<file path="config.mk">
export PLATFORM = sky130hd
export DESIGN_NAME = sd_upsize
export DESIGN_NICKNAME = d
export VERILOG_FILES = /design/src/rtl/sd_upsize.sv
export SDC_FILE = /design/constraint.sdc
export NUM_CORES = 1
export LEC_CHECK = 0
export CAP_MARGIN = 20
export CORE_MARGIN = 2
export CORE_UTILIZATION = 30
export DETAILED_ROUTE_END_ITERATION = 8
export PLACE_DENSITY = 0.48
export SETUP_SLACK_MARGIN = 0.2
export SLEW_MARGIN = 10
export SYNTH_ARGS = -nofsm -noshare
export SYNTH_HDL_FRONTEND = slang
export SYNTH_SLANG_ARGS = --single-unit
</file>
<file path="constraint.sdc">
create_clock -name clk -period 3 [get_ports clk]
set_input_delay 0.3 -clock clk [delete_from_list [all_inputs] [get_ports clk]]
set_output_delay 0.3 -clock clk [all_outputs]
set_load 0.05 [all_outputs]
</file>
<file path="src/rtl/sd_upsize.sv">
`default_nettype none
// ============================================================================
// Module   : sd_upsize
// Purpose  : srdy/drdy width up-converter; packs RATIO narrow words (lane 0
//            first) into one wide word, with early close on c_last.
// Revision : 1.0 - initial release
// ============================================================================
module sd_upsize #(
    parameter int WIDTH = 8,
    parameter int RATIO = 4,
    localparam int CW = $clog2(RATIO + 1)
) (
    input  logic                   clk,
    input  logic                   reset,
    input  logic                   c_srdy,
    output logic                   c_drdy,
    input  logic [WIDTH-1:0]       c_data,
    input  logic                   c_last,
    output logic                   p_srdy,
    input  logic                   p_drdy,
    output logic [RATIO*WIDTH-1:0] p_data,
    output logic [CW-1:0]          p_count,
    output logic                   p_last
);

    localparam int IW = (RATIO > 1) ? $clog2(RATIO) : 1;
    localparam logic [IW-1:0] c_LAST_IDX = IW'(RATIO - 1);

    logic [(RATIO-1)*WIDTH-1:0] r_acc;
    logic [IW-1:0]              r_idx;

    logic                       r_p_srdy;
    logic [RATIO*WIDTH-1:0]     r_p_data;
    logic [CW-1:0]              r_p_count;
    logic                       r_p_last;

    logic                       w_closing;
    logic                       w_xfer_in;
    logic                       w_load;
    logic [RATIO*WIDTH-1:0]     w_wide;

    // c_last closes the group even before it is qualified; c_drdy only
    // gates acceptance, so an unqualified c_last merely withholds ready.
    assign w_closing = (r_idx == c_LAST_IDX) | c_last;
    assign c_drdy    = ~reset & ~(w_closing & r_p_srdy & ~p_drdy);
    assign w_xfer_in = c_srdy & c_drdy;
    assign w_load    = w_xfer_in & w_closing;

    // Wide word as it would look if the current input closed the group:
    // gathered lanes below idx, the live word at idx, zeros above.
    for (genvar k = 0; k < RATIO; k++) begin : g_lane
        if (k < RATIO - 1) begin : g_acc
            assign w_wide[k*WIDTH +: WIDTH] =
                (r_idx == IW'(k)) ? c_data :
                (r_idx >  IW'(k)) ? r_acc[k*WIDTH +: WIDTH] :
                                    {WIDTH{1'b0}};
        end else begin : g_top
            assign w_wide[k*WIDTH +: WIDTH] =
                (r_idx == IW'(k)) ? c_data : {WIDTH{1'b0}};
        end
    end

    always_ff @(posedge clk) begin
        if (reset) begin
            r_acc <= '0;
            r_idx <= '0;
        end else if (w_xfer_in) begin
            if (w_closing) begin
                r_acc <= '0;
                r_idx <= '0;
            end else begin
                r_idx <= r_idx + IW'(1);
                for (int k = 0; k < RATIO - 1; k++) begin
                    if (r_idx == IW'(k)) begin
                        r_acc[k*WIDTH +: WIDTH] <= c_data;
                    end
                end
            end
        end
    end

    // A load takes priority over a drain so back-to-back wide words leave
    // without a bubble; a plain drain leaves the payload untouched.
    always_ff @(posedge clk) begin
        if (reset) begin
            r_p_srdy  <= 1'b0;
            r_p_data  <= '0;
            r_p_count <= '0;
            r_p_last  <= 1'b0;
        end else if (w_load) begin
            r_p_srdy  <= 1'b1;
            r_p_data  <= w_wide;
            r_p_count <= CW'(r_idx) + CW'(1);
            r_p_last  <= c_last;
        end else if (r_p_srdy & p_drdy) begin
            r_p_srdy  <= 1'b0;
        end
    end

    assign p_srdy  = r_p_srdy;
    assign p_data  = r_p_data;
    assign p_count = r_p_count;
    assign p_last  = r_p_last;

endmodule
`default_nettype wire
</file>
# Word-level counts from Yosys, hierarchy flattened
# Index checks and enable logic that the tools add are counted.
[op_classes]
shift = 0
n_bitwise = 10
reduce_logical = 8
div = 0
multipliers = 0
order_cmp = 3
muxes = 14
eq_ne = 3
add_sub_neg = 2
[ops]
columns = ["cell", "n"]
rows = [
  ["$mux W8", 10],
  ["$mux W24", 1],
  ["$reduce_bool A2 Y1", 4],
  ["$and A1 B1 Y1", 6],
  ["$reduce_and A2 Y1", 3],
  ["$eq A2 B2 Y1 const B", 2],
  ["$gt A2 B1 Y1 const B", 2],
  ["$add A2 B1 Y3 const B", 1],
  ["$not A1 Y1", 3],
  ["$add A2 B1 Y2 const B", 1],
  ["$eq A2 B1 Y1 const B", 1],
  ["$gt A2 B2 Y1 const B", 1],
  ["$logic_not A2 Y1", 1],
  ["$mux W1", 2],
  ["$mux W2", 1],
  ["$or A1 B1 Y1", 1],
]
[word_totals]
output_inout_bits = 38
ramBits = 0
mem_bits_ro = 0
wordCells = 48
n_memories = 0
input_bits = 13
regBits = 63
latch_bits = 0

# Logic depth before layout (Yosys ltp)
# Gate-level depths: netlist (run 1).
[logic_depth]
depth_word = 9
depth_mapped = 8
mapped_depth_nobuf = 6

# Worst setup path after synthesis (run 1)
# Ideal clock, no wire load.
[synth_path]
path_kind = "reg-to-reg"
from = "register r_idx[1]"
to = "register r_acc[7]"
arrival_time_ps = 1799
stages_incl_launch_ff = 8
required_time_ps = 2939
n_path_buf = 2
setup_slack_ps = 1140
setup_time_ps = 61
path_cell_list = "dfxtp_1 -> clkbuf_1 -> inv_1 -> ha_1 -> buf_2 -> or3_1 -> o211ai_1 -> a32o_1"
[synth_via]
elab_chain_len = 8
word_cells_on_any_way = 11
[synth_lines]
columns = ["item", "line", "text"]
rows = [
  ["from (decl)", "30", "logic [IW-1:0] r_idx;"],
  ["from (signal assigned)", "72", "r_idx <= r_idx + IW'(1);"],
  ["$eq A2 B2 Y1", "44", "assign w_closing = (r_idx == c_LAST_IDX) | c_last;"],
  ["$or A1 B1 Y1", "44", ""],
  ["$and A1 B1 Y1 (2 in a row)", "45", "assign c_drdy = ~reset & ~(w_closing & r_p_srdy & ~p_drdy);"],
  ["$not A1 Y1", "45", ""],
  ["$and A1 B1 Y1", "45", ""],
  ["$and A1 B1 Y1", "46", "assign w_xfer_in = c_srdy & c_drdy;"],
  ["$reduce_and A2 Y1 (no line)", "-", ""],
  ["to (signal, indexed assignment)", "75", "r_acc[k*WIDTH +: WIDTH] <= c_data;"],
  ["to (decl)", "29", "logic [(RATIO-1)*WIDTH-1:0] r_acc;"],
]
# Several ways; a longest one is shown, not always the timed one.
# A chain may end at the register's enable or synchronous reset.

# Final worst setup path (run 1)
[layout_path]
from = "register r_idx[0]"
to = "output c_drdy"
[layout_via]
elab_chain_len = 6
[layout_lines]
columns = ["item", "line", "text"]
rows = [
  ["$eq A2 B2 Y1", "44", ""],
  ["$or A1 B1 Y1", "44", ""],
  ["$and A1 B1 Y1 (2 in a row)", "45", ""],
  ["$not A1 Y1", "45", ""],
  ["$and A1 B1 Y1", "45", ""],
  ["to (decl)", "16", "output logic c_drdy,"],
]
# No other way between the ends.

==> results.py, run 1 <==
metrics = {
    "floorplanning": {
        "start_util": 0.308,
        "chipHeight_um": 101,
        "design.die.area_mm2": 0.0102,
        "core_mm2": 0.00920,
        "die_w_um": 101,
        "rows": 35,
        "ios": 51,
    },
    "power": {
        "p_per_area_mw_per_mm2": 562,
        "cellLeakagePower_nw": 1.29,
        "report.power.total_mw": 2.01,
        "peakVddDrop_v": 0.000225,
    },
    "outcome": {
        "run_status": "completed",
    },
    "setup_path": {
        "critPathLaunchType": "flop",
        "worstSetupStartpoint": "r_idx[0]",
        "cp-end-kind": "primary output",
        "critical_path_required_ns": 2.70,
        "r2r_slack_ns": 0.96,
        "r2r_start": "r_idx[0]",
        "rr_worst_depth": 6,
        "crit_arrival_ns": 2.25,
        "critical_path.max_fanout": 6,
        "worstSetupPathType": "reg -> out",
    },
    "sta": {
        "slew_headroom": 0.494,
        "setup_viol": 0,
        "drv_slew": 0,
        "tns_ns": 0,
        "fin_crit_sh": 0.851,
        "worst_pin_slew_ns": 0.755,
        "timing.final.hold_violations": 0,
        "fmax_mhz": 392,
        "min_period_ns": 2.55,
        "rsz0062_at_grt": "no",
        "finClkSkew_ns": 0.0109,
    },
    "drt": {
        "drc": 0,
        "num_vias": 2248,
        "wl_um": 7120,
        "dr.pass1.iters": 4,
        "avgViaCountPerCell": 5.04,
        "ant_nets": 0,
        "routedWlPerCell_um": 16.0,
        "drt_iter0_drc": 174,
    },
    "yosys": {
        "yosys_warnings": 0,
        "synth_nets": 306,
        "syn-cell-area_mm2": 0.00283,
        "netlist_instances": 288,
        "synth_seq_cells": 63,
        "syn_avg_cell_area_um2": 9.83,
        "ys_types": 31,
        "ys_seq_area_frac": 0.445,
    },
    "clock_network": {
        "cts_hold_buffers": 0,
        "tritoncts": "built",
        "htree_levels": 3,
        "postCtsSetupBuffers": 0,
        "clk_path_buf_depth": 2,
        "root_buffer": "clkbuf_8",
        "cts_sinks": 63,
        "clkTransAtPathRegs_ns": 0.07,
        "numCtsBuffers": 9,
        "insertion_delay_ns": 0.34,
        "cts_resized": 0,
    },
    "finish": {
        "drive_gt1_frac": 0.251,
        "mostFrequentLayoutCell": "dfxtp_1",
        "n_antenna_cell": 0,
        "finalNetCount": 348,
        "area_delta_synth_final_pct": 26.2,
        "final_cell_mix": "63 x dfxtp_1, 49 x clkdlybuf4s50_1, 44 x nor2_1",
    },
    "min_path": {
        "hold_class": "in -> reg",
        "hp-start": "reset",
        "worstHoldPathCells": 2,
    },
    "job": {
        "max_cap_viol_count": 0,
    },
    "global_route": {
        "overflow": 0,
        "grt_pass1_vias": 2306,
        "grt_pass1_wl_um": 11800,
        "grt_max_degree": 44,
        "grt_usage": 0.149,
        "grt_antenna_before_repair": 0,
    },
    "placement": {
        "numPortBuffers": 50,
        "dp_hpwl_um": 4510,
        "place_congestion": 0.782,
    },
}
-- registers in the layout (all words and copies together) (netlist names) --
| register | cells |
|---|---|
| r_idx | 2 |
| r_acc | 24 |
| p_last | 1 |
| p_srdy | 1 |
| p_count | 3 |
| p_data | 32 |
-- power by group --
group	switching, mW	internal (mW)	leakage (nW)
Sequential	0.0164	0.862	0.512
Clock	0.331	0.513	0.114
Combinational	0.188	0.0986	0.660
-- routing by layer --
metal / global-route usage / vias to the layer above / routed length [µm]
met5: 0 / - / 0
met4: 0.0520 / 0 / 157
met3: 0.0435 / 10 / 369
met2: 0.226 / 55 / 3210
met1: 0.204 / 1069 / 3380
li1: - / 1114 / -
-- worst max-delay path, stage by stage, from the launching register on --
cell             delay [ns]
dfxtp_1                0.37
ha_1                   0.29
nor2_2                 0.22
nor2_1                 0.08
nor2_1                 0.12
clkdlybuf4s50_1        0.83
-- cell usage after synthesis --
cell type	count	area share
nand3_1	2	0.0035
buf_2	4	0.0071
and4_4	1	0.0040
nand2b_1	1	0.0022
a211oi_2	25	0.11
buf_1	1	0.0013
or2_1	1	0.0022
clkbuf_1	13	0.017
inv_1	4	0.0053
a32oi_1	21	0.065
or3_2	1	0.0027
nand2_1	18	0.024
mux2i_1	10	0.035
o211ai_2	1	0.0044
buf_12	3	0.021
and2_1	1	0.0022
o21ai_0	1	0.0018
a22o_2	8	0.028
o211ai_1	2	0.0053
a21oi_1	19	0.034
buf_4	3	0.0080
nor2_1	44	0.058
a32o_1	3	0.011
or3_1	2	0.0044
nor2_2	25	0.055
buf_6	3	0.012
dfxtp_1	63	0.45
and3_1	1	0.0022
ha_1	5	0.022
a22oi_1	1	0.0027
a31oi_1	1	0.0022
-- cell families after synthesis --
kind of cell             synth area share
flip-flops                          0.445
adder cells (fa/ha/maj)            0.0221
AO/OA/AOI/OAI                       0.264
multiplexers                       0.0354
AND/OR/NAND/NOR                     0.161
buffers and inverters              0.0720
-- path summary, 6_finish.rpt --
| path | endpoint |
|---|---|
| setup / recovery | c_drdy |
| hold / removal | p_count[1] |
| setup reg to reg | p_data[15] |
| hold reg to reg | p_last |
-- through the flow --
stage	utilization	std cells	hold slack [ns]	worst slack (ns)	area, µm²
finish	0.389	446	0.318	0.447	3570
detailed placement	0.364	430	0.445	0.619	3350
CTS	0.389	446	0.312	0.422	3570
floorplan	-	288	0.431	1.14	2830
global placement	0.364	430	0.441	0.627	3350
global route	0.389	446	0.341	0.270	3570
-- cell type report --
type	count	area, µm²
multi-input cells	194	1370
fillers	947	5620
clock inverters	3	65.1
flip-flops and latches	63	1260
repair buffers	58	568
inverters	4	15.0
clock buffers	13	159
well taps	111	139
Note: power is estimated with default switching activity, not from simulation.
==> run 2, diff against run 1 <==
- CAP_MARGIN: 20 -> 0
- CORE_ASPECT_RATIO: not set -> 0.75
==> run 2 against run 1 <==
  * Sequential cell count unchanged
  * Die area about the same
  * Worst hold slack better by 0.098 ns
  * Register-to-register slack worse by 0.23 ns
  * Critical endpoint is now p_data[15]
  * Sequential share of layout area down 1.0 points
  * Via count down 1.3%
  * Worst setup slack better by 0.28 ns
  * Sequential power about the same
  * Utilization up 1.5 points
  * Largest power group is now the clock network
==> results.py, run 2 (same netlist as run 1, synthesis figures left out) <==
metrics = {
    "placement": {
        "numPortBuffers": 50,
        "dpl-instance-area_mm2": 0.00336,
        "place_congestion": 0.715,
        "dp_hpwl_um": 4490,
    },
    "sta": {
        "min_period_ns": 2.27,
        "timing.final.hold_violations": 0,
        "whs_ns": 0.416,
        "fmax_mhz": 440,
        "slew_headroom": 0.495,
        "rsz0062_at_grt": "no",
        "drv_slew": 0,
        "finClkSkew_ns": 0.00646,
        "tns_ns": 0,
        "setup_viol": 0,
        "worst_pin_slew_ns": 0.754,
        "fin_crit_sh": 0.758,
    },
    "finish": {
        "n_antenna_cell": 0,
        "area_delta_synth_final_pct": 30.0,
        "mostFrequentLayoutCell": "dfxtp_1",
        "finalNetCount": 347,
        "largest_reg_flops": 32,
        "fin_area_mm2": 0.00368,
        "drive_gt1_frac": 0.251,
        "final_cell_mix": "63 x dfxtp_1, 48 x clkdlybuf4s50_1, 44 x nor2_1",
    },
    "outcome": {
        "run_status": "completed",
    },
    "floorplanning": {
        "rows": 30,
        "chipHeight_um": 88.1,
        "start_util": 0.310,
        "design.die.area_mm2": 0.0102,
        "core_mm2": 0.00912,
        "die_w_um": 116,
        "ios": 51,
    },
    "clock_network": {
        "numCtsBuffers": 9,
        "insertion_delay_ns": 0.33,
        "root_buffer": "clkbuf_16",
        "tritoncts": "built",
        "htree_levels": 3,
        "cts_sinks": 63,
        "postCtsSetupBuffers": 0,
        "clkTransAtPathRegs_ns": 0.06,
        "clk_path_buf_depth": 2,
    },
    "drt": {
        "drt_iter0_drc": 148,
        "num_vias": 2219,
        "dr.pass1.iters": 4,
        "wl_um": 7030,
        "avgViaCountPerCell": 4.80,
        "drc": 0,
        "routedWlPerCell_um": 15.2,
        "ant_nets": 0,
    },
    "min_path": {
        "hold_class": "in -> reg",
    },
    "global_route": {
        "grt_usage": 0.146,
        "overflow": 0,
        "grt_pass1_wl_um": 11200,
        "grt_max_degree": 55,
        "grt_pass1_vias": 2051,
        "grt_antenna_before_repair": 0,
    },
    "power": {
        "swShare": 0.254,
        "peakVddDrop_v": 0.000209,
        "seqPwrFrac": 0.390,
        "clkPwrFrac": 0.484,
        "comb_power_share": 0.126,
        "cellLeakagePower_nw": 1.32,
        "p_sw_uw": 573,
        "internal_power_mw": 1.69,
        "p_per_area_mw_per_mm2": 614,
    },
    "setup_path": {
        "critPathLaunchType": "flop",
        "worstSetupPathType": "reg -> reg",
        "critical_path.max_fanout": 27,
        "cp-end-kind": "flop",
        "critical_path_required_ns": 3.25,
        "crit_arrival_ns": 2.52,
    },
    "job": {
        "max_cap_viol_count": 0,
    },
}
==> run 2: cell types whose count changed in the layout (fill, tap and decap cells not counted), sizes merged <==
cell	previous run	this run
buf	9	8
dlymetal6s2s	0	1
clkinvlp	0	2
clkbuf	13	10
clkdlybuf4s50	49	48
clkinv	1	2
==> run 2: routing by layer <==
metal  up-vias  track usage  share of wire
li1       1116            -              -
met1      1033        0.218           0.53
met2        63        0.192           0.40
met3         7       0.0574          0.060
met4         0       0.0368         0.0085
met5         -            0              0
==> run 2: area by class of cell <==
| type | count | area, µm² |
|---|---|---|
| fillers | 915 | 5440 |
| flip-flops and latches | 63 | 1260 |
| inverters | 4 | 15.0 |
| repair buffers | 57 | 563 |
| clock buffers | 10 | 229 |
| well taps | 128 | 160 |
| multi-input cells | 194 | 1370 |
| clock inverters | 6 | 85.1 |
==> run 2: what timing repair did <==
item                                    in CTS  in global routing
gates resized for setup                      0                  1
hold buffers                                 0                  0
endpoints found under the setup margin       0                  1
==> run 2: power by group through the flow <==
stage	registers [mW]	clock network [mW]	logic, mW
5_1_grt	0.885	1.16	0.304
4_1_cts	0.882	1.12	0.287
3_3_place_gp	0.899	0	0.285
3_5_place_dp	0.899	0	0.286
2_1_floorplan	0.962	0	0.136
6_report	0.881	1.09	0.285
==> run 2: metrics by stage <==
stage               cells  power, mW   util  setup WS, ns
finish                462       2.26  0.403         0.727
global route          462       2.35  0.403         0.554
CTS                   462       2.29  0.403         0.329
detailed placement    446       1.19  0.369         0.616
global placement      446       1.18  0.369         0.607
floorplan             288       1.10      -          1.14
==> run 2: path summary, 6_finish.rpt <==
kind,start,to,cells past startpoint,slack (ns)
setup reg to reg,r_idx[1],p_data[15],6,0.73
setup / recovery,r_idx[1],p_data[15],6,0.73
hold reg to reg,p_last,p_last,2,0.46
hold / removal,reset,r_acc[23],3,0.42
==> run 2: worst max-delay path, cell delays in order (launching register included) <==
cell and delay [ns]:
dfxtp_1 0.62, ha_1 0.35, or2_1 0.16, and4_4 0.55
buf_12 0.26, nor2_2 0.05, a211oi_2 0.18
==> run 3, diff against run 2 <==
- PLACE_DENSITY: 0.48 -> 0.49
- clock period: 3 -> 1.85 ns (I/O delays scaled with it)
==> run 3 against run 2 <==
  * Combinational power grew 72%
  * Non-clock buffer count grew 18
  * First-iteration DRC count grew 16%
  * Via count is 3.4% higher
  * Clock skew decreased by 0.0026 ns
  * Largest cell class unchanged
  * Wire length is 7.2% higher
  * Register-to-register slack worse by 0.44 ns
  * Worst setup slack lost 0.50 ns
  * Utilization increased by 1.7 points
  * Power is 55% higher
  * Sequential cell count unchanged
==> results.py, run 3 (same netlist as run 1, synthesis figures left out) <==
metrics = {
    "outcome": {
        "run_status": "completed",
    },
    "drt": {
        "wl_um": 7540,
        "dr.pass1.iters": 4,
        "avgViaCountPerCell": 4.79,
        "drc": 0,
        "routedWlPerCell_um": 15.7,
        "num_vias": 2295,
        "drt_iter0_drc": 172,
        "ant_nets": 0,
    },
    "clock_network": {
        "insertion_delay_ns": 0.33,
        "cts_sinks": 63,
        "tritoncts": "built",
        "htree_levels": 3,
        "clkTransAtPathRegs_ns": 0.05,
        "root_buffer": "clkbuf_16",
        "clk_path_buf_depth": 2,
        "numCtsBuffers": 9,
    },
    "floorplanning": {
        "rows": 30,
        "chipHeight_um": 88.1,
        "start_util": 0.310,
        "core_mm2": 0.00912,
        "design.die.area_mm2": 0.0102,
        "die_w_um": 116,
        "ios": 51,
    },
    "setup_path": {
        "critPathLaunchType": "flop",
        "crit_chain": "ha_4 > nor2_4 > buf_6 > nor2_4 > nor2_4 > buf_12",
        "critical_path.max_fanout": 6,
        "critical_path_required_ns": 1.66,
        "slowest_stage": "dfxtp_4",
        "worstSetupPathType": "reg -> out",
        "cp_slowest_stage_delay_ns": 0.36,
        "cp-end-kind": "primary output",
        "crit_arrival_ns": 1.44,
        "cp_common_cell": "nor2_4",
    },
    "power": {
        "report.power.total_mw": 3.50,
        "peakVddDrop_v": 0.000489,
        "cellLeakagePower_nw": 1.59,
        "p_per_area_mw_per_mm2": 913,
    },
    "sta": {
        "setup_viol": 0,
        "timing.final.hold_violations": 0,
        "fmax_mhz": 616,
        "rsz0062_at_grt": "yes",
        "fin_ws_ns": 0.227,
        "fin_crit_sh": 0.877,
        "finClkSkew_ns": 0.00386,
        "slew_headroom": 0.654,
        "min_period_ns": 1.62,
        "worst_pin_slew_ns": 0.517,
        "drv_slew": 0,
    },
    "min_path": {
        "hold_class": "in -> reg",
    },
    "finish": {
        "finalNetCount": 365,
        "regArea_mm2": 0.00127,
        "n_antenna_cell": 0,
        "final_cell_mix": "61 x dfxtp_1, 42 x nor2_1, 36 x dlygate4sd2_1",
        "fin_area_mm2": 0.00384,
        "stdcell_count": 479,
        "drive_gt1_frac": 0.305,
        "area_delta_synth_final_pct": 35.5,
        "multi_input_area_mm2": 0.00142,
        "fillers": 915,
        "largest_reg_flops": 32,
        "mostFrequentLayoutCell": "dfxtp_1",
    },
    "placement": {
        "numPortBuffers": 50,
        "dp_slack_ns": -0.00843,
        "place_congestion": 0.787,
        "dpl-instance-area_mm2": 0.00347,
        "placedCellCount": 459,
        "dp_hpwl_um": 4830,
    },
    "global_route": {
        "grt_usage": 0.157,
        "grt_max_degree": 31,
        "grt_antenna_before_repair": 0,
        "grt_pass1_wl_um": 12000,
        "overflow": 0,
        "grt_pass1_vias": 2164,
    },
    "job": {
        "max_cap_viol_count": 0,
    },
}
[run 3: final cells by class]
cell class,instances,share of cell area
multi-input cells,194,0.370
well taps,128,0.0417
repair buffers,75,0.181
flip-flops and latches,63,0.331
clock buffers,15,0.0724
inverters,4,0.00391
[run 3: path summary, 6_finish.rpt]
path            start         end  slack [ns]  cells after the start
min             reset      p_last        0.15                      2
max reg2reg  r_idx[1]  p_data[11]        0.29                      6
min reg2reg    p_last      p_last        0.46                      2
max          r_idx[0]      c_drdy        0.23                      6
[run 3: repair_timing]
| item | 4_1_cts | 5_1_grt |
|---|---|---|
| setup endpoints to repair | 85 | 41 |
| gates resized for setup | 43 | 11 |
| setup buffers | 0 | 4 |
| pin swaps | 0 | 6 |
| cloned | 0 | 1 |
| hold buffers | 0 | 0 |
[run 3: metal layers]
| layer | track usage | routed length (µm) | up-vias |
|---|---|---|---|
| met2 | 0.211 | 3070 | 66 |
| met5 | 0 | 0 | - |
| met1 | 0.236 | 3950 | 1068 |
| met3 | 0.0561 | 453 | 6 |
| li1 | - | - | 1155 |
| met4 | 0.0390 | 56 | 0 |
[run 3: through the flow]
stage | hold slack [ns] | util | TNS [ns]
after floorplan | 0.316 | - | 0
after global placement | 0.457 | 0.381 | 0
after detailed placement | 0.449 | 0.381 | -0.0266
after CTS | 0.129 | 0.410 | 0
after global routing | 0.147 | 0.421 | 0
final | 0.148 | 0.421 | 0
[run 3: worst max-delay path, delay by kind of cell, from the launching register on]
kind,cells,cell delay [ns]
flops,1,0.36
simple gates,3,0.29
buf+inv,2,0.26
fa+ha+maj,1,0.18
[run 3: power breakdown]
part | internal [mW] | switching [mW] | total, mW
registers | 1.40 | 0.0273 | 1.43
logic | 0.171 | 0.319 | 0.490
clock network | 1.01 | 0.576 | 1.59
